<file path="src/rtl/mmu_pkg.sv">
// Shared types and constants for the mmu_xlate TLB translator: packed TLB entry,
// per-channel response record, exception codes and unmapped-segment encodings.
package mmu_pkg;

  typedef struct packed {
    logic [18:0] vpn2;
    logic [7:0]  asid;
    logic        g;
    logic [19:0] pfn0;
    logic [2:0]  c0;
    logic        d0;
    logic        v0;
    logic [19:0] pfn1;
    logic [2:0]  c1;
    logic        d1;
    logic        v1;
  } tlb_entry_t;

  typedef struct packed {
    logic        valid;
    logic [31:0] paddr;
    logic        uncache;
    logic [1:0]  exc;
  } resp_t;

  localparam logic [1:0] EXC_NONE    = 2'b00;
  localparam logic [1:0] EXC_REFILL  = 2'b01;
  localparam logic [1:0] EXC_INVALID = 2'b10;
  localparam logic [1:0] EXC_MOD     = 2'b11;

  // VA[31:29]: 0x8/0x9 -> kseg0, 0xA/0xB -> kseg1, everything else is mapped.
  localparam logic [2:0] SEG_KSEG0 = 3'b100;
  localparam logic [2:0] SEG_KSEG1 = 3'b101;

  localparam logic [2:0] CCA_CACHED = 3'd3;

endpackage

</file>
<file path="src/rtl/mmu_tlb_match.sv">
// Fully associative compare of the TLB array against one {vpn2, asid} key.
// Lowest matching index wins when software has left duplicate entries.
module mmu_tlb_match
  import mmu_pkg::*;
#(
  parameter int TLBNUM = 16,
  parameter int IW     = $clog2(TLBNUM)
) (
  input  tlb_entry_t       entries [TLBNUM],
  input  logic [18:0]      vpn2,
  input  logic [7:0]       asid,
  output logic             hit,
  output logic [IW-1:0]    index,
  output tlb_entry_t       entry
);

  always_comb begin
    // NOTE: every output gets a default before the loop so no path leaves a
    // signal unassigned, which would otherwise infer a latch.
    hit   = 1'b0;
    index = '0;
    entry = '0;
    // Scan downwards so the lowest matching index is the last one written.
    for (int i = TLBNUM - 1; i >= 0; i--) begin
      if (entries[i].vpn2 == vpn2 && (entries[i].g || entries[i].asid == asid)) begin
        hit   = 1'b1;
        index = IW'(i);
        entry = entries[i];
      end
    end
  end

endmodule

</file>
<file path="src/rtl/mmu_xlate.sv">
// Multi-channel VA->PA translator with a MIPS32-style paired-page TLB and CP0 ports.
// Optional feature macro: MMU_KSEG0_K0_EN (kseg0 cacheability follows Config.K0).
module mmu_xlate
  import mmu_pkg::*;
#(
  parameter int TLBNUM = 16,
  parameter int NCH    = 2,
  parameter int IW     = $clog2(TLBNUM)
) (
  input  logic              clk,
  input  logic              resetn,
  input  logic [NCH-1:0]    req_valid,
  input  logic [NCH*32-1:0] req_vaddr,
  input  logic [NCH-1:0]    req_store,
  input  logic [NCH-1:0]    stall,
  output logic [NCH-1:0]    resp_valid,
  output logic [NCH*32-1:0] resp_paddr,
  output logic [NCH-1:0]    resp_uncache,
  output logic [NCH*2-1:0]  resp_exc,
  input  logic [7:0]        cur_asid,
  input  logic [2:0]        k0,
  input  logic              we,
  input  logic [IW-1:0]     w_index,
  input  tlb_entry_t        w_entry,
  input  logic [IW-1:0]     r_index,
  output tlb_entry_t        r_entry,
  input  logic              p_valid,
  input  logic [18:0]       p_vpn2,
  input  logic [7:0]        p_asid,
  output logic              p_found,
  output logic [IW-1:0]     p_index
);

  tlb_entry_t    tlb_q [TLBNUM];
  tlb_entry_t    tlb_d [TLBNUM];
  resp_t         resp_q [NCH];
  resp_t         resp_d [NCH];
  tlb_entry_t    r_entry_q, r_entry_d;
  logic          p_found_q, p_found_d;
  logic [IW-1:0] p_index_q, p_index_d;

  logic          ch_hit [NCH];
  tlb_entry_t    ch_entry [NCH];
  logic [IW-1:0] ch_index_unused [NCH];
  logic          probe_hit;
  logic [IW-1:0] probe_index;
  tlb_entry_t    probe_entry_unused;
  logic          kseg0_uncache;

`ifdef MMU_KSEG0_K0_EN
  assign kseg0_uncache = (k0 != CCA_CACHED);
`else
  logic k0_unused;
  assign kseg0_uncache = 1'b0;
  assign k0_unused     = ^k0;
`endif

  function automatic resp_t xlate(input logic [31:0] va, input logic store,
                                  input logic hit, input tlb_entry_t e,
                                  input logic k0_uc);
    resp_t       r;
    logic [19:0] pfn;
    logic [2:0]  c;
    logic        d;
    logic        v;
    r       = '0;
    r.valid = 1'b1;
    {pfn, c, d, v} = va[12] ? {e.pfn1, e.c1, e.d1, e.v1} : {e.pfn0, e.c0, e.d0, e.v0};
    if (va[31:29] == SEG_KSEG0) begin
      r.paddr   = {1'b0, va[30:0]};
      r.uncache = k0_uc;
    end else if (va[31:29] == SEG_KSEG1) begin
      r.paddr   = {3'b000, va[28:0]};
      r.uncache = 1'b1;
    end else if (!hit) begin
      r.exc = EXC_REFILL;
    end else if (!v) begin
      r.exc = EXC_INVALID;
    end else if (store && !d) begin
      r.exc = EXC_MOD;
    end else begin
      r.paddr   = {pfn, va[11:0]};
      r.uncache = (c != CCA_CACHED);
    end
    return r;
  endfunction

  for (genvar ch = 0; ch < NCH; ch++) begin : g_ch
    mmu_tlb_match #(.TLBNUM(TLBNUM), .IW(IW)) u_match (
      .entries (tlb_q),
      .vpn2    (req_vaddr[32*ch+13 +: 19]),
      .asid    (cur_asid),
      .hit     (ch_hit[ch]),
      .index   (ch_index_unused[ch]),
      .entry   (ch_entry[ch])
    );
  end

  mmu_tlb_match #(.TLBNUM(TLBNUM), .IW(IW)) u_probe (
    .entries (tlb_q),
    .vpn2    (p_vpn2),
    .asid    (p_asid),
    .hit     (probe_hit),
    .index   (probe_index),
    .entry   (probe_entry_unused)
  );

  // Lookups and probes above read tlb_q, so a same-cycle write is not visible.
  always_comb begin
    tlb_d = tlb_q;
    if (we) tlb_d[w_index] = w_entry;
  end

  always_comb begin
    for (int i = 0; i < NCH; i++) begin
      resp_d[i] = resp_q[i];
      if (!stall[i]) begin
        if (req_valid[i]) begin
          resp_d[i] = xlate(req_vaddr[32*i +: 32], req_store[i], ch_hit[i],
                            ch_entry[i], kseg0_uncache);
        end else begin
          resp_d[i].valid = 1'b0;
        end
      end
    end
  end

  always_comb begin
    r_entry_d = tlb_q[r_index];
    p_found_d = p_found_q;
    p_index_d = p_index_q;
    if (p_valid) begin
      p_found_d = probe_hit;
      p_index_d = probe_hit ? probe_index : '0;
    end
  end

  always_ff @(posedge clk or negedge resetn) begin
    if (!resetn) begin
      // NOTE: the TLB array is reset explicitly so every entry starts invalid;
      // this keeps it in flops rather than a RAM macro, which is intended here.
      for (int i = 0; i < TLBNUM; i++) tlb_q[i] <= '0;
      for (int i = 0; i < NCH; i++) resp_q[i] <= '0;
      r_entry_q <= '0;
      p_found_q <= 1'b0;
      p_index_q <= '0;
    end else begin
      // NOTE: non-blocking assignments so every flop samples pre-edge values.
      tlb_q     <= tlb_d;
      resp_q    <= resp_d;
      r_entry_q <= r_entry_d;
      p_found_q <= p_found_d;
      p_index_q <= p_index_d;
    end
  end

  always_comb begin
    resp_valid   = '0;
    resp_paddr   = '0;
    resp_uncache = '0;
    resp_exc     = '0;
    for (int i = 0; i < NCH; i++) begin
      resp_valid[i]         = resp_q[i].valid;
      resp_paddr[32*i +: 32] = resp_q[i].paddr;
      resp_uncache[i]       = resp_q[i].uncache;
      resp_exc[2*i +: 2]    = resp_q[i].exc;
    end
  end

  assign r_entry = r_entry_q;
  assign p_found = p_found_q;
  assign p_index = p_index_q;

endmodule

</file>
<file path="config.mk">
export PLATFORM = sky130hd
export DESIGN_NAME = mmu_xlate
export DESIGN_NICKNAME = d
export VERILOG_FILES = /design/src/rtl/mmu_pkg.sv /design/src/rtl/mmu_tlb_match.sv /design/src/rtl/mmu_xlate.sv
export SDC_FILE = /design/constraint.sdc
export NUM_CORES = 2
export LEC_CHECK = 0
export CAP_MARGIN = 40
export CORE_ASPECT_RATIO = 0.5
export CORE_MARGIN = 1
export CORE_UTILIZATION = 45
export DETAILED_ROUTE_END_ITERATION = 10
export DONT_BUFFER_PORTS = 1
export PLACE_DENSITY_LB_ADDON = 0.2
export SKIP_CTS_REPAIR_TIMING = 1
export SYNTH_ARGS = -nofsm -noshare
export SYNTH_HDL_FRONTEND = slang
export SYNTH_SLANG_ARGS = --single-unit
</file>
<file path="constraint.sdc">
create_clock -name clk -period 4.68 [get_ports clk]
set_input_delay 0.468 -clock clk [delete_from_list [all_inputs] [get_ports clk]]
set_output_delay 0.468 -clock clk [all_outputs]
set_load 0.03 [all_outputs]
</file>
==> results.txt <==
Synth Net Count: 7823
unrepaired setup endpoints after global routing: no
drt wl/cell: 41.3 µm
count of flip-flops with a built-in enable after synthesis: 0
status: complete, but fails checks
Cells after Synth: 7625
Buf+Inv Stages, Crit Path: 8
Max Slew Vio Count: 0
Setup crit end kind: register
GPL Wtd Cong: 1.04
Int Pwr: 27200 µW
port bufs: 0
Row Count: 114
Syn Std Cell Area: 0.0877 mm²
worst-skew pair later-pin latency: 870 ps
Yosys reg bits: 1403
largest net degree at the start of global routing: 313
achievable frequency: 211 MHz
first-pass GRT wire length: 581000 µm
die width: 626 µm
IO Count: 353
area share of the largest cell type after synthesis: 0.400
vias in the first global route: 71.6k
Final setup viols: 3
post-route cell area: 0.0991 mm²
area of placed instances: 0.0925 mm²
antenna viol nets, final: 0
Pleak: 0.0403 µW
DIE AREA: 0.197 mm²
crit path cell chain: xnor2_1 -> nand4_1 -> nor4_1 -> buf_2 -> buf_4 -> and3_1 -> buf_12 -> buf_4 -> buf_4 -> or3_1 -> buf_12 -> nor2_4 -> buf_4 -> o221ai_1 -> a21oi_1 -> o311ai_1 -> buf_4 -> a21oi_1
Post-Synth Adder-Cell Area: 0
crit path DAT: 5490 ps
worst setup path class: register to register
Post-Synth XOR/XNOR Area: 0.117
Warnings, synthesis: 0
drt initial violations: 11.8k
startpoint types: register
Slowest cell on crit path: a21oi_1
average vias per placed instance: 7.26
CTS Root Cell: clkbuf_16
Layout fillers: 17.4k
clk sinks: 1403
Largest stage delay, worst path: 610 ps
period utilisation layout: 1.01
largest cells by area after synthesis: dfrtp_1, mux2_2, mux4_2
ys async rst share: 1.00
DRT Pass-1 Iters: 9
via count: 75.2k
starting density of the core: 0.453
share of cells above drive strength 1: 0.311
hold path depth: 3
crit-path max FO: 17
total grt overflow: 0
final number of hold-violating endpoints: 0
TritonCTS clock tree: built
area delta synth->final: 13.0%
Avg Cell Area, Syn: 11.5 µm²
synth unique cells: 86
most frequent cell after synthesis: dfrtp_1
Compound-Gate Fraction of Synth Area: 0.107
failing checks: setup timing
nets: 7832
power share of the sequential group: 0.476
Cell Pwr Density: 415 mW/mm²
WHS: 2.56 ps
drt total wl: 428000 µm
R2R Path Start: tlb_q[933]
Sw Share: 0.340
# DRC: 0
All-Layer GR Usage: 0.419
hold path start: req_vaddr[62]
path type of the worst min-delay path: input pin to register
Tmin final: 4730 ps
CP top delay family: buffers and inverters
Comb pwr share: 0.220
top post-synthesis cells by count: dfrtp_1, mux2_2, xor2_1
H-tree level count: 4
P_sw: 14000 µW
most used cell, CP: buf_4
largest family of logic cells by synthesized area: multiplexers
Final Worst Setup Slack: -50.6 ps
CP required: 5440 ps
Hold EP: resp_paddr[51]
Clock transition at path regs: 70 ps
RR Endpoint: resp_paddr[15]
Max rail drop VDD: 316 µV
multiplexer area fraction after synthesis: 0.266
Synth Area in Simple Gates: 0.0733
HPWL Detailed: 278000 µm
die height: 314 µm
FF-to-FF path depth: 18
Final Skew: 81.3 ps
CTS Buffer Depth: 4
R2R setup slack: -50 ps
clock share of power: 0.304
Least-Margin Pin Slew: 1410 ps
total CTS buffers: 148
number of max-cap violations: 0
sequential-to-total area share from yosys stat: 0.400
slew margin rel.: 0.0609
core area: 0.193 mm²
antenna violations before repair: 48
leading area contributor after synthesis: dfrtp_1
prevailing post-synth register cell: dfrtp_1
-- how the worst max path moves through the flow --
| stage | from | to | slack (ps) | cells past startpoint |
|---|---|---|---|---|
| final | tlb_q[933] | resp_paddr[15] | -50 | 18 |
| after global routing | tlb_q[622] | resp_paddr[51] | 20 | 13 |
| after CTS | tlb_q[933] | resp_paddr[14] | -50 | 17 |
| after detailed placement | tlb_q[933] | resp_paddr[14] | -50 | 17 |
| after global placement | req_vaddr[28] | resp_paddr[28] | -40 | 16 |
| after floorplan | cur_asid[5] | resp_paddr[10] | 1200 | 15 |
-- kinds of logic (layout without fill, tap and decap cells) --
family          count (synthesis)  after routing
other cells                     0             23
flops                        1403           1403
compound gates               1341           1341
simple gates                 1279           1279
buf+inv                       750            860
mux                          1684           1684
xor+xnor                     1168           1168
-- state kept, by name, indices dropped and copies added, names as in the netlist --
name          flops
tlb_q          1248
resp_paddr       64
p_index           4
resp_uncache      2
r_entry          78
resp_valid        2
p_found           1
resp_exc          4
-- power groups by stage --
stage               combinational, µW  sequential [µW]  clock [µW]
floorplan                        6740            18000           0
global placement                 8270            19600           0
detailed placement               8430            19600           0
CTS                              8480            19400       12600
global route                     9560            19900       13100
finish                           9050            19600       12500
-- cell usage in the layout (no fill, tap or decap), types with 37 or more instances in the layout --
master,n
dfrtp_1,1403
mux2_2,1240
xor2_1,790
mux4_2,390
xnor2_1,378
buf_4,335
nand2_1,330
o21ai_0,256
a21oi_1,254
nor2_1,224
nor4_1,204
a221oi_1,153
clkbuf_16,151
dlygate4sd3_1,137
nand4_1,114
o221ai_1,111
nand3_1,95
nor3_1,86
buf_12,85
o22ai_1,76
a22oi_1,63
a211oi_1,54
mux2i_1,54
and3_1,39
o31ai_1,38
o211ai_1,37
-- through the flow --
step | utilization | setup slack [ps] | total power (µW) | cells | setup TNS (ps)
after detailed placement | 0.478 | -52.5 | 28100 | 9945 | -52.5
after global placement | 0.478 | -35.8 | 27800 | 9933 | -35.8
after floorplan | - | 1200 | 24800 | 7625 | 0
final | 0.512 | -50.6 | 41200 | 10368 | -94.5
after global routing | 0.512 | 20.1 | 42500 | 10350 | 0
after CTS | 0.504 | -48.9 | 40400 | 10196 | -62.5
-- final cells by class --
class / count / area, µm² / area share
antenna: 23 / 57.6 / 0.000581
clock buffer: 204 / 4230 / 0.0427
clock inverter: 47 / 621 / 0.00626
inverter: 34 / 128 / 0.00129
multi-input combinational: 5472 / 49700 / 0.502
sequential: 1403 / 35100 / 0.354
tap: 2610 / 3270 / 0.0330
timing repair buffer: 575 / 5960 / 0.0601
-- worst min-delay path: stages --
cell     delay [ps]
nor2b_1          80
a21oi_1         150
a21oi_1          70
-- metal layers --
metal,vias up,wire [µm],global-route usage,share of wire
met2,6187,172000,0.584,0.40
met1,38660,158000,0.545,0.37
met4,40,29700,0.233,0.069
met5,-,265,0,0.00062
met3,1680,67500,0.182,0.16
li1,28670,-,-,-
Note: power is estimated with default switching activity, not from simulation.
